## src/rtl/escalonador_rr_param.sv

```systemverilog
// Round-robin process scheduler: PID table, programmable quantum and
// context-switch request/ack handshake towards the CPU/OS.
//
// Ports:
//   clock, reset                     system clock, synchronous active-high reset
//   novo_processo/novo_valido        insert a PID (accepted when novo_pronto)
//   novo_pronto                      table has a free slot
//   remover_valido/remover_pid       remove every valid slot holding that PID
//   quantum_wr/quantum_in            load a new quantum (0 stored as 1)
//   yield                            running process gives up its slice
//   troca_ack                        CPU has taken the context switch
//   processo_atual/processo_valido   selected PID and its qualifier
//   slot_atual                       table slot of the selected PID
//   troca_contexto                   switch request, held until acknowledged
//   num_processos/cheio              occupancy count and full flag
module escalonador_rr_param #(
    parameter int PID_W           = 32,
    parameter int MAX_PROC        = 10,
    parameter int QUANTUM_W       = 32,
    parameter int DEFAULT_QUANTUM = 20,
    localparam int SLOT_W = $clog2(MAX_PROC),
    localparam int CNT_W  = $clog2(MAX_PROC + 1)
) (
    input  logic                 clock,
    input  logic                 reset,
    input  logic [PID_W-1:0]     novo_processo,
    input  logic                 novo_valido,
    output logic                 novo_pronto,
    input  logic                 remover_valido,
    input  logic [PID_W-1:0]     remover_pid,
    input  logic                 quantum_wr,
    input  logic [QUANTUM_W-1:0] quantum_in,
    input  logic                 yield,
    input  logic                 troca_ack,
    output logic [PID_W-1:0]     processo_atual,
    output logic                 processo_valido,
    output logic [SLOT_W-1:0]    slot_atual,
    output logic                 troca_contexto,
    output logic [CNT_W-1:0]     num_processos,
    output logic                 cheio
);

    typedef enum logic [1:0] {IDLE, SWITCH, RUN} state_t;

    state_t               state_q, state_d;
    logic [PID_W-1:0]     pid_q [MAX_PROC];
    logic [PID_W-1:0]     pid_d [MAX_PROC];
    logic [MAX_PROC-1:0]  valid_q, valid_d;
    logic [CNT_W-1:0]     num_q, num_d;
    logic [QUANTUM_W-1:0] quantum_q, quantum_d;
    logic [QUANTUM_W-1:0] contador_q, contador_d;
    logic [SLOT_W-1:0]    slot_q, slot_d;

    logic [MAX_PROC-1:0]  rm_hit, valid_rm;
    logic [CNT_W-1:0]     rm_cnt;
    logic                 ins_ok, any_left, cur_gone, expire;
    logic [SLOT_W-1:0]    ins_slot, nxt, first;

    // Lowest set bit of m (0 when m is empty).
    function automatic logic [SLOT_W-1:0] lowest(input logic [MAX_PROC-1:0] m);
        logic [SLOT_W-1:0] r;
        r = '0;
        for (int i = MAX_PROC - 1; i >= 0; i--) begin
            if (m[i]) r = SLOT_W'(i);
        end
        return r;
    endfunction

    // First set bit strictly after cur, wrapping; cur itself is the last candidate.
    function automatic logic [SLOT_W-1:0] next_slot(input logic [MAX_PROC-1:0] m,
                                                    input logic [SLOT_W-1:0]   cur);
        logic [SLOT_W-1:0] r;
        logic              found;
        int                idx;
        r     = cur;
        found = 1'b0;
        for (int i = 1; i <= MAX_PROC; i++) begin
            idx = int'(cur) + i;
            if (idx >= MAX_PROC) idx = idx - MAX_PROC;
            if (!found && m[SLOT_W'(idx)]) begin
                found = 1'b1;
                r     = SLOT_W'(idx);
            end
        end
        return r;
    endfunction

    always_comb begin
        state_d    = state_q;
        pid_d      = pid_q;
        valid_d    = valid_q;
        num_d      = num_q;
        quantum_d  = quantum_q;
        contador_d = contador_q;
        slot_d     = slot_q;
        rm_hit     = '0;
        rm_cnt     = '0;

        for (int i = 0; i < MAX_PROC; i++) begin
            if (remover_valido && valid_q[i] && pid_q[i] == remover_pid) begin
                rm_hit[i] = 1'b1;
                rm_cnt    = rm_cnt + CNT_W'(1);
            end
        end

        // Scheduling sees the table after removal but before this cycle's
        // insert, so an insert can never preempt or redirect a selection.
        valid_rm = valid_q & ~rm_hit;
        ins_ok   = novo_valido && !cheio;
        ins_slot = lowest(~valid_q);
        valid_d  = valid_rm;
        if (ins_ok) begin
            valid_d[ins_slot] = 1'b1;
            pid_d[ins_slot]   = novo_processo;
        end
        num_d = num_q - rm_cnt + (ins_ok ? CNT_W'(1) : CNT_W'(0));

        if (quantum_wr) begin
            quantum_d = (quantum_in == '0) ? QUANTUM_W'(1) : quantum_in;
        end

        any_left = |valid_rm;
        cur_gone = rm_hit[slot_q];
        nxt      = next_slot(valid_rm, slot_q);
        first    = lowest(valid_rm);
        // >= so that a quantum lowered mid-slice expires immediately.
        expire   = contador_q >= (quantum_q - QUANTUM_W'(1));

        unique case (state_q)
            IDLE: begin
                if (any_left) begin
                    state_d = SWITCH;
                    slot_d  = first;
                end
            end
            SWITCH: begin
                if (cur_gone) begin
                    if (any_left) begin
                        slot_d = nxt;
                    end else begin
                        state_d = IDLE;
                        slot_d  = '0;
                    end
                end else if (troca_ack) begin
                    state_d    = RUN;
                    contador_d = '0;
                end
            end
            RUN: begin
                contador_d = contador_q + QUANTUM_W'(1);
                if (cur_gone) begin
                    if (any_left) begin
                        state_d = SWITCH;
                        slot_d  = nxt;
                    end else begin
                        state_d = IDLE;
                        slot_d  = '0;
                    end
                end else if (expire || yield) begin
                    if (nxt != slot_q) begin
                        state_d = SWITCH;
                        slot_d  = nxt;
                    end else begin
                        contador_d = '0;
                    end
                end
            end
            default: begin
                state_d = IDLE;
                slot_d  = '0;
            end
        endcase
    end

    always_ff @(posedge clock) begin
        if (reset) begin
            state_q    <= IDLE;
            valid_q    <= '0;
            num_q      <= '0;
            quantum_q  <= QUANTUM_W'(DEFAULT_QUANTUM);
            contador_q <= '0;
            slot_q     <= '0;
            for (int i = 0; i < MAX_PROC; i++) pid_q[i] <= '0;
        end else begin
            state_q    <= state_d;
            valid_q    <= valid_d;
            num_q      <= num_d;
            quantum_q  <= quantum_d;
            contador_q <= contador_d;
            slot_q     <= slot_d;
            pid_q      <= pid_d;
        end
    end

    assign processo_valido = (state_q != IDLE);
    assign processo_atual  = processo_valido ? pid_q[slot_q] : '0;
    assign slot_atual      = slot_q;
    assign troca_contexto  = (state_q == SWITCH);
    assign num_processos   = num_q;
    assign cheio           = (num_q == CNT_W'(MAX_PROC));
    assign novo_pronto     = !cheio;

endmodule

```

## config.mk

```make
export PLATFORM = sky130hd
export DESIGN_NAME = escalonador_rr_param
export DESIGN_NICKNAME = d
export VERILOG_FILES = /design/src/rtl/escalonador_rr_param.sv
export SDC_FILE = /design/constraint.sdc
export NUM_CORES = 2
export LEC_CHECK = 0
export CORE_ASPECT_RATIO = 0.8
export CORE_MARGIN = 4
export CORE_UTILIZATION = 25
export DETAILED_ROUTE_END_ITERATION = 10
export SLEW_MARGIN = 20
export SYNTH_ARGS = -nofsm -noshare
export SYNTH_HDL_FRONTEND = slang
export SYNTH_SLANG_ARGS = --single-unit
```

## constraint.sdc

```tcl
create_clock -name clock -period 24.3 [get_ports clock]
set_clock_uncertainty 0.05 [all_clocks]
set_input_delay 7.29 -clock clock [delete_from_list [all_inputs] [get_ports clock]]
set_output_delay 7.29 -clock clock [all_outputs]
set_load 0.01 [all_outputs]
```

==> results.md <==
- The flow ran to the end, and the final reports show no timing, DRC or antenna violations.
- The buffer levels on the longest clock path is 3.
- After layout, the worst path uses roughly 65% of the clock period.
- The flip-flop and latch area is roughly 8000 µm².
- The instance area after placement is 29820 µm².
- The worst path needs 15.70 ns of the cycle, external delays included.
- Prior to clock tree synthesis, the placed netlist has a worst setup slack of 8.181 ns.
- The count of endpoints failing setup in the final report is 0.
- The highest fanout seen on the critical path is 10.
- Setup repair after global routing left no endpoint under its margin.
- The max-cap check violation count is 0.
- The residual DRC count is 0.
- The number of clock buffers added by TritonCTS is 48.
- The final layout net count is 3600.
- By area, the combinational part of the netlist is dominated by simple AND/OR/NAND/NOR gates.
- The clock latency at the later pin of the worst-skew pair is approximately 0.61 ns.
- In this run, post-CTS repair resized a total of 0 instances.
- The simple-gate share of the synthesized area is 23.90%.
- Detailed placement finished with a half-perimeter wire length of ~100000 µm.
- The classification of the worst-slack hold path is reg -> reg.
- The number of placed I/O pins is 147.
- Yosys mapped a number of flops with a built-in enable equal to 0.
- In this run, synthesis produced a sequential element count of 404.
- The clock tree from TritonCTS is built.
- The global-route wire length before repair is 187900 µm.
- After clock tree synthesis, the clock-pin slew on the worst setup and hold paths is 0.06 ns.
- The floorplan step defined a die boundary enclosing 113500 µm².
- The total grt overflow is 0.
- Global routing used 22.84% of the available tracks across all layers.
- After routing the design area is 31540 µm².
- The final sum of negative setup slack is 0 ns.
- Input and output buffers added on the ports amount to roughly 150.
- The final antenna-violating net count is 0.
- The clock root buffer is sky130_fd_sc_hd__clkbuf_16.
- The initial standard-cell utilization of the core is 25.30%.
- The core utilization of the finished layout is 29.53%.
- The share of synthesized flip-flops with an asynchronous set or reset is 0%.
- Summing the areas of all compound-gate instances in the mapped netlist gives between 15 and 20% of the synthesized area.
- The post-synthesis mux area share is 10.54%.
- The final critical-path setup slack is around 8.6 ns.
- The post-synthesis net count is 3581.
- The mapped netlist covers 27030 µm².
- The number of levels the H-tree was split into is 2.
- The final routed wire length divided by cell count is 27.54 µm.
- The via count of the first global-routing pass was 24337.
- The final max-slew violation count came to 0.
- Of the cells placed in the final design, the portion with a size suffix greater than 1 is 7.915%.
- In this run the power density over the cells is 89.35 nW/µm².
- The analysis attributes to cell leakage a power of 0.01152 µW.
- The most instantiated flip-flop cell in the synthesis netlist is sky130_fd_sc_hd__dfxtp_1.
- The transition time of the tightest slew-check pin is 1.201 ns.
- After filler insertion, the fill cell instance count of the layout stands at 11430.
- The highest cell delay on the worst timing path is 0.88 ns.
- The worst vdd rail ir drop is a little under 80 µV.
- Routability-driven placement finished with a final weighted congestion of 1.017.
- For the worst setup path, the data arrival time is 16.12 ns.
- For this design, the slowest cell found on the critical path is sky130_fd_sc_hd__clkdlybuf4s50_1.
- The arithmetic-cell share of the synthesized area counting full adders, half adders and majority gates is 3.343%.
- The number of design-rule violations left by the first detailed-router iteration is 3710.
- Data on the critical path is required at its endpoint by 24.72 ns.
- The number of vias per cell is 5.482.
- The count of hold buffers inserted by post-cts repair is 0.
- Summing the areas of all xor and xnor instances in the mapped netlist gives a little over an eighth of the synthesized area.
- For this run, the number of Yosys warnings is 0.
- The class of the most critical setup path is in -> reg.
- The count of buffers added by post-CTS timing repair for setup is 0.
- The length of the first detailed-routing pass in iterations is 6.
- The number of hold violations in the final report is 0.
- The initialized floorplan defines ~110 standard-cell rows.
- From bottom edge to top edge, the die measures 302.1 µm.
- The area growth from synthesis to layout is 16.72%.
- The worst setup path is launched from a primary input.
- The total number of vias is approximately 27000.
- The distinct cell type count after synthesis is 97.
- The fmax is 63.70 MHz.
- In the synthesized netlist, the number of instances is 3407.
- The die span in x is between 300 and 400 µm.
- The total wirelength of the detailed-routed design is ~130000 µm.
- Summing all multi-input logic gate instances after layout gives 17870 µm².
- The worst setup path is captured at a register.
- The headroom to the max-slew limit is around a fifth.
- The initial antenna violation count is 16.
- Entering global routing, the biggest net connects 120 pins.
- The share of synthesized area occupied by flip-flops and latches is between 20% and 30%.
- The area of the core region is 106800 µm².
- The clock drives 404 sinks.
- In this run the mean area of a mapped cell was between 7 and 8 µm².
layout by cell type, fill, tap and decap left out, drive strengths merged, types with 9 or more instances in the layout:
cell type	count
a31oi	12
clkdlybuf4s50	144
nand3	50
o211ai	9
xor2	306
inv	43
clkbuf	69
nand4	48
nor3	46
buf	68
xnor2	96
mux2	16
a2111oi	12
mux2i	120
nor3b	12
nor4	126
o31ai	21
a21o	34
nor4b	15
and3	27
o21bai	13
ha	69
mux4	65
nand2	781
nor2b	23
a21oi	373
or4	15
o21ai	52
or3	11
nand2b	12
a31o	9
o311ai	9
and2	53
nor2	126
o22ai	37
dfxtp	404
synth_stat cells (6+ instances only):
cell / count / area [µm²]
sky130_fd_sc_hd__buf_1: 19 / 71.32
sky130_fd_sc_hd__clkbuf_1: 190 / 713.2
sky130_fd_sc_hd__a21oi_1: 373 / 1867
sky130_fd_sc_hd__o22ai_1: 37 / 231.5
sky130_fd_sc_hd__and3_1: 27 / 168.9
sky130_fd_sc_hd__mux4_2: 65 / 1464
sky130_fd_sc_hd__a21o_1: 34 / 255.2
sky130_fd_sc_hd__and2_1: 53 / 331.6
sky130_fd_sc_hd__nor3b_1: 12 / 90.09
sky130_fd_sc_hd__nor2b_1: 23 / 143.9
sky130_fd_sc_hd__or3_1: 11 / 68.82
sky130_fd_sc_hd__xor2_1: 306 / 2680
sky130_fd_sc_hd__o21ai_1: 6 / 30.03
sky130_fd_sc_hd__a2111oi_0: 11 / 96.34
sky130_fd_sc_hd__buf_2: 28 / 140.1
sky130_fd_sc_hd__o31ai_1: 19 / 142.6
sky130_fd_sc_hd__nand3_1: 50 / 250.2
sky130_fd_sc_hd__o21a_1: 6 / 45.04
sky130_fd_sc_hd__nand2_1: 781 / 2932
sky130_fd_sc_hd__mux2_2: 16 / 180.2
sky130_fd_sc_hd__nand3b_1: 6 / 45.04
sky130_fd_sc_hd__a21boi_0: 8 / 60.06
sky130_fd_sc_hd__nor3_1: 46 / 230.2
sky130_fd_sc_hd__ha_1: 69 / 863.3
sky130_fd_sc_hd__nor2_1: 124 / 465.5
sky130_fd_sc_hd__or2_2: 8 / 50.05
sky130_fd_sc_hd__nand2b_1: 12 / 75.07
sky130_fd_sc_hd__o21ai_0: 46 / 230.2
sky130_fd_sc_hd__inv_1: 37 / 138.9
sky130_fd_sc_hd__o311ai_0: 8 / 70.07
sky130_fd_sc_hd__nand4_1: 48 / 300.3
sky130_fd_sc_hd__nor4_1: 125 / 782.0
sky130_fd_sc_hd__dfxtp_1: 404 / 8088
sky130_fd_sc_hd__mux2i_1: 119 / 1191
sky130_fd_sc_hd__a31oi_1: 12 / 75.07
sky130_fd_sc_hd__o21bai_1: 13 / 97.59
sky130_fd_sc_hd__xnor2_1: 96 / 840.8
sky130_fd_sc_hd__o211ai_1: 7 / 52.55
sky130_fd_sc_hd__nor4b_1: 15 / 131.4
sky130_fd_sc_hd__a211oi_1: 6 / 45.04
sky130_fd_sc_hd__or4_1: 13 / 97.59
kinds of logic after synthesis:
family | after synthesis
flip-flops | 404
AND/OR/NAND/NOR | 1384
AO/OA/AOI/OAI | 661
multiplexers | 201
adder cells (fa/ha/maj) | 71
XOR/XNOR | 402
buffers and inverters | 284
layer usage:
| layer | vias to the layer above | routed length (µm) | share of wire, % | track usage [%] |
|---|---|---|---|---|
| li1 | 12038 | - | - | - |
| met1 | 13146 | 62790 | 47 | 34.34 |
| met2 | 1410 | 53680 | 40 | 32.11 |
| met3 | 188 | 14590 | 11 | 5.937 |
| met4 | 8 | 3463 | 2.6 | 5.521 |
| met5 | - | 54 | 0.040 | 0 |
area by class of cell:
| class | instances | share of cell area, % |
|---|---|---|
| Antenna cell | 8 | 0.06346 |
| Tap cell | 1417 | 5.621 |
| Inverter | 41 | 0.4879 |
| Sequential cell | 404 | 25.67 |
| Clock buffer | 69 | 4.482 |
| Clock inverter | 17 | 0.8369 |
| Timing Repair Buffer | 212 | 6.204 |
| Multi-Input combinational cell | 2719 | 56.64 |
state kept, by name (all words and copies together), names as in the netlist:
signal and flops:
quantum_q 32, slot_atual 4, contador_q 32, state_q 2, pid_q 320, num_processos 4, valid_q 10
worst max-delay path, delay by kind of cell:
kind	cells	cell delay, ns
compound gates	4	0.75
simple gates	5	2.03
buf+inv	2	1.07
xor+xnor	9	1.51
mux	4	1.06
fa+ha+maj	8	2.38
through the flow:
stage	power [µW]	hold WS (ns)	cells
5_1_grt	2953	0.4486	4880
3_5_place_dp	2018	0.4237	4793
4_1_cts	2796	0.4290	4879
6_report	2818	0.4262	4887
2_1_floorplan	1643	0.4038	3407
3_3_place_gp	2014	0.4153	4793
worst paths after layout:
kind                                start                           to  slack [ns]  depth (start not counted)
setup / recovery          remover_pid[31]  num_processos[3]$_SDFF_PP0_        8.60                         32
hold / removal    pid_q[208]$_SDFFE_PP0P_      pid_q[208]$_SDFFE_PP0P_        0.43                          2
setup reg to reg  pid_q[303]$_SDFFE_PP0P_  num_processos[3]$_SDFF_PP0_       15.79                         31
hold reg to reg   pid_q[208]$_SDFFE_PP0P_      pid_q[208]$_SDFFE_PP0P_        0.43                          2
where the power goes:
part | leakage (µW) | internal (µW) | switching, µW
Clock | 0.000818 | 469 | 308
Combinational | 0.00743 | 496 | 817
Sequential | 0.00327 | 679 | 48.2
Total | 0.0115 | 1640 | 1170
Power figures use the tool's default switching activity.
